==> src/rtl/intersection_phase_scheduler.sv <==
// rtl/intersection_phase_scheduler.sv - two-approach intersection phase sequencer with left/ped service and preemption
module intersection_phase_scheduler #(
    parameter int unsigned FORWARD_T = 15,
    parameter int unsigned RIGHT_T   = 10,
    parameter int unsigned LEFT_T    = 10,
    parameter int unsigned YELLOW_T  = 3,
    parameter int unsigned ALLRED_T  = 2,
    parameter int unsigned PED_T     = 8
) (
    input  logic        clk,
    input  logic        reset,
    input  logic        tick,
    input  logic        switch,
    input  logic        emergency,
    input  logic        left_req_a,
    input  logic        left_req_b,
    input  logic        ped_req,
    output logic [1:0]  out_a,
    output logic        yellow_a,
    output logic [1:0]  out_b,
    output logic        yellow_b,
    output logic        ped_walk,
    output logic        turn,
    output logic [2:0]  phase,
    output logic [31:0] counter
);

    localparam logic [2:0] S_IDLE   = 3'd0;
    localparam logic [2:0] S_ALLRED = 3'd1;
    localparam logic [2:0] S_FWD    = 3'd2;
    localparam logic [2:0] S_RIGHT  = 3'd3;
    localparam logic [2:0] S_LEFT   = 3'd4;
    localparam logic [2:0] S_YEL    = 3'd5;
    localparam logic [2:0] S_PED    = 3'd6;
    localparam logic [2:0] S_EMERG  = 3'd7;

    localparam logic [1:0] L_OFF   = 2'b00;
    localparam logic [1:0] L_LEFT  = 2'b01;
    localparam logic [1:0] L_FWD   = 2'b10;
    localparam logic [1:0] L_RIGHT = 2'b11;

    logic [2:0]  phase_q, phase_d;
    logic [31:0] counter_q, counter_d;
    logic        turn_q, turn_d;
    logic        left_pend_a_q, left_pend_a_d;
    logic        left_pend_b_q, left_pend_b_d;
    logic        ped_pend_q, ped_pend_d;
    logic        clr_left_a, clr_left_b, clr_ped;
    logic        left_pend_turn;
    logic        expire;

    assign left_pend_turn = turn_q ? left_pend_b_q : left_pend_a_q;
    assign expire         = tick && (counter_q <= 32'd1);

    always_comb begin
        phase_d    = phase_q;
        counter_d  = counter_q;
        turn_d     = turn_q;
        clr_left_a = 1'b0;
        clr_left_b = 1'b0;
        clr_ped    = 1'b0;

        if (switch) begin
            phase_d   = S_IDLE;
            counter_d = 32'd0;
        end else if (emergency && (phase_q == S_FWD || phase_q == S_RIGHT || phase_q == S_LEFT)) begin
            phase_d   = S_YEL;
            counter_d = YELLOW_T;
        end else if (emergency && (phase_q == S_ALLRED || phase_q == S_PED)) begin
            phase_d   = S_EMERG;
            counter_d = 32'd0;
        end else if (phase_q == S_IDLE || (phase_q == S_EMERG && !emergency)) begin
            phase_d   = S_ALLRED;
            counter_d = ALLRED_T;
        end else if (phase_q != S_EMERG && tick && !expire) begin
            counter_d = counter_q - 32'd1;
        end else if (phase_q != S_EMERG && expire) begin
            case (phase_q)
                S_ALLRED: begin
                    if (ped_pend_q) begin
                        phase_d   = S_PED;
                        counter_d = PED_T;
                        clr_ped   = 1'b1;
                    end else begin
                        phase_d   = S_FWD;
                        counter_d = FORWARD_T;
                    end
                end
                S_PED: begin
                    phase_d   = S_FWD;
                    counter_d = FORWARD_T;
                end
                S_FWD: begin
                    phase_d   = S_RIGHT;
                    counter_d = RIGHT_T;
                end
                S_RIGHT: begin
                    if (left_pend_turn) begin
                        phase_d    = S_LEFT;
                        counter_d  = LEFT_T;
                        clr_left_a = !turn_q;
                        clr_left_b = turn_q;
                    end else begin
                        phase_d   = S_YEL;
                        counter_d = YELLOW_T;
                    end
                end
                S_LEFT: begin
                    phase_d   = S_YEL;
                    counter_d = YELLOW_T;
                end
                S_YEL: begin
                    turn_d = !turn_q;
                    if (emergency) begin
                        phase_d   = S_EMERG;
                        counter_d = 32'd0;
                    end else begin
                        phase_d   = S_ALLRED;
                        counter_d = ALLRED_T;
                    end
                end
                default: begin
                    phase_d   = phase_q;
                    counter_d = counter_q;
                end
            endcase
        end

        // A request arriving in the serving cycle survives the clear.
        left_pend_a_d = (left_pend_a_q && !clr_left_a) || left_req_a;
        left_pend_b_d = (left_pend_b_q && !clr_left_b) || left_req_b;
        ped_pend_d    = (ped_pend_q && !clr_ped) || ped_req;
    end

    always_ff @(posedge clk) begin
        if (reset) begin
            phase_q       <= S_IDLE;
            counter_q     <= 32'd0;
            turn_q        <= 1'b0;
            left_pend_a_q <= 1'b0;
            left_pend_b_q <= 1'b0;
            ped_pend_q    <= 1'b0;
        end else begin
            phase_q       <= phase_d;
            counter_q     <= counter_d;
            turn_q        <= turn_d;
            left_pend_a_q <= left_pend_a_d;
            left_pend_b_q <= left_pend_b_d;
            ped_pend_q    <= ped_pend_d;
        end
    end

    logic [1:0] own_light;
    logic       own_yellow;

    always_comb begin
        own_light  = L_OFF;
        own_yellow = 1'b0;
        ped_walk   = 1'b0;
        case (phase_q)
            S_FWD:   own_light  = L_FWD;
            S_RIGHT: own_light  = L_RIGHT;
            S_LEFT:  own_light  = L_LEFT;
            S_YEL:   own_yellow = 1'b1;
            S_PED:   ped_walk   = 1'b1;
            default: own_light  = L_OFF;
        endcase
        out_a    = turn_q ? L_OFF : own_light;
        yellow_a = !turn_q && own_yellow;
        out_b    = turn_q ? own_light : L_OFF;
        yellow_b = turn_q && own_yellow;
    end

    assign turn    = turn_q;
    assign phase   = phase_q;
    assign counter = counter_q;

endmodule
==> config.mk <==
export PLATFORM = sky130hd
export DESIGN_NAME = intersection_phase_scheduler
export DESIGN_NICKNAME = d
export VERILOG_FILES = /design/src/rtl/intersection_phase_scheduler.sv
export SDC_FILE = /design/constraint.sdc
export NUM_CORES = 1
export LEC_CHECK = 0
export ABC_AREA = 1
export CORE_MARGIN = 4
export CORE_UTILIZATION = 25
export DETAILED_ROUTE_END_ITERATION = 8
export GPL_TIMING_DRIVEN = 0
export PLACE_DENSITY = 0.47
export SYNTH_ARGS = -nofsm -noshare
export SYNTH_HDL_FRONTEND = slang
export SYNTH_SLANG_ARGS = --single-unit
==> constraint.sdc <==
create_clock -name clk -period 2.5 [get_ports clk]
set_input_delay 0.625 -clock clk [delete_from_list [all_inputs] [get_ports clk]]
set_output_delay 0.625 -clock clk [all_outputs]
set_load 0.01 [all_outputs]
==> results of run 1 <==
[worst max-delay path by stage]
stage                     from          end  slack [ns]
floorplan           counter[0]  counter[22]        0.61
global placement          tick   counter[4]       -0.09
detailed placement        tick  counter[16]       -0.08
CTS                   phase[2]     out_a[0]        0.03
global route          phase[2]     out_b[0]       0.003
finish                phase[2]     out_a[0]        0.10
[flip-flops by register name (all words and copies together) (netlist names)]
signal         count
counter           32
turn               1
phase              3
ped_pend_q         1
left_pend_b_q      1
left_pend_a_q      1
[Yosys cell counts (9+ instances only)]
cell type  number  share of area
or2_2          11          0.025
xor2_1         20          0.063
nand2_1        85           0.12
o21ai_0         9          0.016
a21oi_2        10          0.032
nand2_2        10          0.023
nand4_1        11          0.025
nor2_1         76           0.10
dfxtp_1        39           0.28
inv_1          31          0.042
nand3_1        28          0.051
a21oi_1        27          0.049
[layer usage]
layer  track usage  wire [µm]  vias to the layer above
li1              -          -                     1462
met1         0.177       3940                     1287
met2         0.231       4010                       68
met3        0.0278        375                       12
met4        0.0329        109                        0
met5             0          0                        -
[power by group]
| group | internal (µW) | switching, µW | total (µW) | leakage [µW] |
|---|---|---|---|---|
| clock network | 252 | 222 | 474 | 0.0000515 |
| registers | 740 | 181 | 921 | 0.000318 |
| logic | 1710 | 2640 | 4350 | 0.00122 |
| total | 2700 | 3040 | 5740 | 0.00159 |
[cell families (layout without fill, tap and decap cells)]
| logic type | after synthesis | in the layout | synth area share |
|---|---|---|---|
| xor gates and xnor gates | 23 | 23 | 0.0730 |
| DFF | 39 | 39 | 0.283 |
| AOI/OAI and AO/OA | 58 | 58 | 0.130 |
| and+or+nand+nor | 251 | 251 | 0.433 |
| buffers and inverters | 43 | 101 | 0.0725 |
| adders and majority gates | 2 | 2 | 0.00906 |
[critical path: cells and delay by family, from the launching register on]
family	cells	cell delay, ns
and+or+nand+nor	3	0.46
DFF	1	0.37
buffers and inverters	2	0.64
[metrics by stage]
step / power, µW / hold WS [ns]
final: 5740 / 0.464
after global placement: 5300 / 0.454
after global routing: 6350 / 0.494
after floorplan: 4150 / 0.433
after CTS: 5800 / 0.470
after detailed placement: 5290 / 0.460
[what timing repair did]
item,in CTS,in global routing
setup endpoints to repair,0,5
hold buffers,0,0
resized for setup,0,4
[area by class of cell]
cell class | count | area [µm²] | share of cell area
multi-input cells | 334 | 1780 | 0.503
flip-flops and latches | 39 | 785 | 0.222
repair buffers | 50 | 500 | 0.141
well taps | 140 | 175 | 0.0495
inverters | 35 | 136 | 0.0385
clock buffers | 8 | 100 | 0.0283
plain buffers | 8 | 63.8 | 0.0180
==> metrics, run 1 <==
initial antenna violation count 0; Synth-to-Final Area Change 28.2%; IO buf count 50; Detailed Routing Iterations Pass 1 4; number of inserted diodes 0; number of buffers between clock root and the deepest sink 2; post-CTS clock slew at the launch and capture registers of the worst setup and hold paths 0.08 ns; fin. max-slew vios 0; remaining global-route overflow 0; Post-Synthesis Mean Instance Area 6.64 µm²; via count of the first global-routing pass roughly 2800; hold path start left_pend_b_q; normalized max-slew margin 0.686; core occupancy in the finished layout 0.327; post-synth design cell area 0.00276 mm²; aggregate negative setup slack 0 ns; via-per-instance ratio roughly 4.6; maximum number of pins on one net before global-route repair 12; final clock period utilization by the worst path 0.959; aggregate global-route resource usage 0.136; clock sink count 39; number of failing hold endpoints at the final stage 0; crit end category output port; via count 2829; count of filler cells inserted in the layout 1201; post-CTS setup buffers 0; non-filler cells, final 614; worst hold path type reg2reg; library cell contributing the largest single delay on the critical path clkdlybuf4s50_1; Reg2Reg Depth 12; Yosys warning total 0; setup repair after global routing missed its margin false; Detailed Route WL 8.44 mm; actual slew at the worst max-slew pin about 0.47 ns; antenna-violating nets left 0; Primary FF master, synth dfxtp_1; Row Count 38; clock latency at the later pin of the worst-skew pair around 0.29 ns; design area 0.00354 mm²; effective utilization at floorplan 0.255; most common cell after layout, fill and taps aside nand2_1; fraction of layout instances using a drive strength above 1 0.158; portion of the post-synthesis area used by sequential elements 0.283; core footprint roughly 0.011 mm²; highest-count cells in the layout ignoring fill and taps nand2_1 (85), nor2_1 (76), clkdlybuf4s50_1 (50); worst flop-to-flop path endpoint counter[16]; largest stage delay on the critical path roughly 0.54 ns; number of synthesized register bits 39; Max rail drop VDD approximately 0.00054 V; CP Data Arrival Time 1.77 ns; critical register-to-register path startpoint counter[0]; pre-CTS WS -0.0824 ns; FMAX about 420 MHz; number of cells in the design after placement around 610; slack of the worst reg-to-reg path 0.20 ns; leakage dissipation ~0.0016 µW; Max H-tree Level 2; net count after synthesis 426; DRC Markers 0; power density over cell area 1620 mW/mm²; die outline area ~0.013 mm²; crit-path cells inv_2, nand3_1, and2_1, nor2_1, clkdlybuf4s50_1; die height 113 µm; average detailed-routed wire length per instance roughly 14 µm; Crit Path Max Fanout 8; total placed instance area 0.00344 mm²; final-stage net count just under 500; result of the run finished clean; global-route wire length before repair 14.1 mm; MaxCap Viol Count 0; horizontal die dimension ~110 µm; min Tclk post-route ~2.4 ns; startpoint type of the worst setup path flip-flop; CTS tree done; fraction of synthesis flops using an asynchronous set or reset pin 0; startpoint-to-endpoint class of the critical path reg2out; Max Clock Skew 0.00633 ns; total clock buffers created by CTS 5; num ports 51; routability-driven placement congestion ratio 0.862; EDFF count, synth 0; synth unique cells 36; clock tree root buffer cell clkbuf_8; synthesized instance count around 420; minimum setup slack in the final design 0.102 ns; Cells on Worst Hold Path 2; Hold EP left_pend_b_q; CP required 1.88 ns; number of DRC markers in iteration 0 106; total setup violations reported at the end of the flow 0; Final HPWL DP about 6.8 mm
(Power assumes the default switching activity.)
==> inputs of run 2 (changes only) <==
--- a/config.mk
+++ b/config.mk
@@ -11,6 +11,7 @@
 export DETAILED_ROUTE_END_ITERATION = 8
 export GPL_TIMING_DRIVEN = 0
 export PLACE_DENSITY = 0.47
+export SLEW_MARGIN = 5
 export SYNTH_ARGS = -nofsm -noshare
 export SYNTH_HDL_FRONTEND = slang
 export SYNTH_SLANG_ARGS = --single-unit
==> results of run 2 <==
The final DEF is identical to that of run 1; final timing and power are the same.
==> inputs of run 3 (changes only) <==
--- a/config.mk
+++ b/config.mk
@@ -11,6 +11,7 @@
 export DETAILED_ROUTE_END_ITERATION = 8
 export GPL_TIMING_DRIVEN = 0
 export PLACE_DENSITY = 0.47
+export REMOVE_ABC_BUFFERS = 1
 export SLEW_MARGIN = 5
 export SYNTH_ARGS = -nofsm -noshare
 export SYNTH_HDL_FRONTEND = slang
==> run 3 against run 2 <==
Effect of this change: largest power group unchanged; worst hold slack gained 0.0066 ns; critical path type unchanged; die area is the same; final area increased by 0.39%; critical path depth stayed put; sequential power is 0.5% higher; sequential share of layout area is 0.086 points lower; register-to-register slack better by 0.03 ns; clock skew rose by 0.0025 ns; combinational power about the same; clock power grew 1%.
==> metrics, run 3 (synthesis results as in run 1) <==
number of failing hold endpoints at the final stage 0; Detailed Routing Iterations Pass 1 4; initial antenna violation count 0; power density over cell area 1630 mW/mm²; result of the run finished clean; routability-driven placement congestion ratio 0.813; final-stage net count 481; aggregate global-route resource usage 0.131; Fin Hold WS around 0.47 ns; Max rail drop VDD 0.000477 V; via count of the first global-routing pass 2736; clock tree root buffer cell clkbuf_8; Detailed Route WL just over 8 mm; fin. max-slew vios 0; Final HPWL DP 6.20 mm; Max H-tree Level 2; highest-count cells in the layout ignoring fill and taps nand2_1 (85), nor2_1 (76), clkdlybuf4s50_1 (50); buffering stage count on the worst path with inverters included 2; IO buf count 50; normalized max-slew margin 0.567; DRC Markers 0; total setup violations reported at the end of the flow 0; total clock buffers created by CTS 5; pre-CTS WS -0.406 ns; Max Clock Skew 0.00882 ns; startpoint-to-endpoint class of the critical path reg2out; via count approximately 2800; post-CTS clock slew at the launch and capture registers of the worst setup and hold paths 0.08 ns; largest stage delay on the critical path 0.54 ns; leakage dissipation 0.00157 µW; flip-flop count of the largest register, all copies and words added 32; effective utilization at floorplan 0.255; crit-path cells inv_2, nand3_1, and2_1, nor2_1, clkdlybuf4s50_1; number of DRC markers in iteration 0 100; worst hold path type reg2reg; clock latency at the later pin of the worst-skew pair 0.29 ns; crit end category output port; MaxCap Viol Count 0; number of buffers between clock root and the deepest sink 2; min Tclk post-route roughly 2.4 ns; number of inserted diodes 0; actual slew at the worst max-slew pin 0.647 ns; average detailed-routed wire length per instance around 13 µm; family of cells with the greatest summed delay on the critical path buffers and inverters; global-route wire length before repair 13.6 mm; library cell contributing the largest single delay on the critical path clkdlybuf4s50_1; horizontal die dimension ~110 µm; startpoint type of the worst setup path flip-flop; Row Count 38; maximum number of pins on one net before global-route repair 28; final clock period utilization by the worst path 0.940; CP required 1.88 ns; die height 113 µm; antenna-violating nets left 0; die outline area around 0.013 mm²; fraction of layout instances using a drive strength above 1 0.161; Synth-to-Final Area Change 28.7%; CP Data Arrival Time 1.73 ns; core occupancy in the finished layout 0.328; via-per-instance ratio 4.60; num ports 51; CTS tree done; FMAX around 430 MHz; most common cell after layout, fill and taps aside nand2_1; Crit Path Max Fanout 7; clock sink count 39; core footprint 0.0108 mm²; minimum setup slack in the final design 0.149 ns; setup repair after global routing missed its margin false; remaining global-route overflow 0
[run 3: changes by cell type in the layout (fill, tap and decap cells not counted)]
cell,previous run,this run
ha_1,2,1
buf_2,3,0
inv_1,30,29
ha_2,0,1
buf_12,0,1
buf_6,3,0
nand3_1,28,27
clkinvlp_4,0,1
nand3_2,2,3
o21ai_4,1,2
buf_4,2,4
[run 3: layout make-up]
type	instances	area [µm²]
Fill cell	1244	7290
Multi-Input combinational cell	335	1800
Sequential cell	39	785
Timing Repair Buffer	55	551
Tap cell	140	175
Inverter	35	140
Clock buffer	8	100
[run 3: timing repair]
| action | 4_1_cts | 5_1_grt |
|---|---|---|
| gates cloned | 1 | 0 |
| pin swaps | 1 | 1 |
| endpoints found under the hold margin | 0 | 0 |
| resized for setup | 2 | 6 |
| endpoints found under the setup margin | 30 | 33 |
| setup buffers | 2 | 3 |
| hold buffers | 0 | 0 |
[run 3: metrics by stage]
step	setup TNS, ns	power, µW	area [µm²]	std cells
after global placement	-7.22	5130	3370	598
after global routing	0	6390	3550	612
final	0	5790	3550	612
after CTS	0	5760	3510	609
after floorplan	0	4050	2700	408
after detailed placement	-8.23	5130	3370	598
[run 3: metal layers]
| layer | GRT usage | share of wire |
|---|---|---|
| met1 | 0.167 | 0.46 |
| met2 | 0.231 | 0.49 |
| met3 | 0.0283 | 0.048 |
| met4 | 0.0232 | 0.0065 |
| met5 | 0 | 0 |
[run 3: power by group]
part           internal, µW  switching [µW]  leakage, µW
clock                   252             228    0.0000515
combinational          1730            2650      0.00120
sequential              740             186     0.000318
[run 3: worst paths after layout]
kind | from | endpoint | slack, ns | cells past startpoint
worst max-delay path | phase[1] | out_a[0] | 0.15 | 5
worst max register to register | counter[0] | counter[3] | 0.23 | 10
worst min register to register | left_pend_b_q | left_pend_b_q | 0.47 | 2
worst min-delay path | left_pend_b_q | left_pend_b_q | 0.47 | 2
[run 3: worst min-delay path, cell delays in order, from the launching register on]
cell,delay [ns]
dfxtp_1,0.31
nand2_1,0.06
a21oi_1,0.05
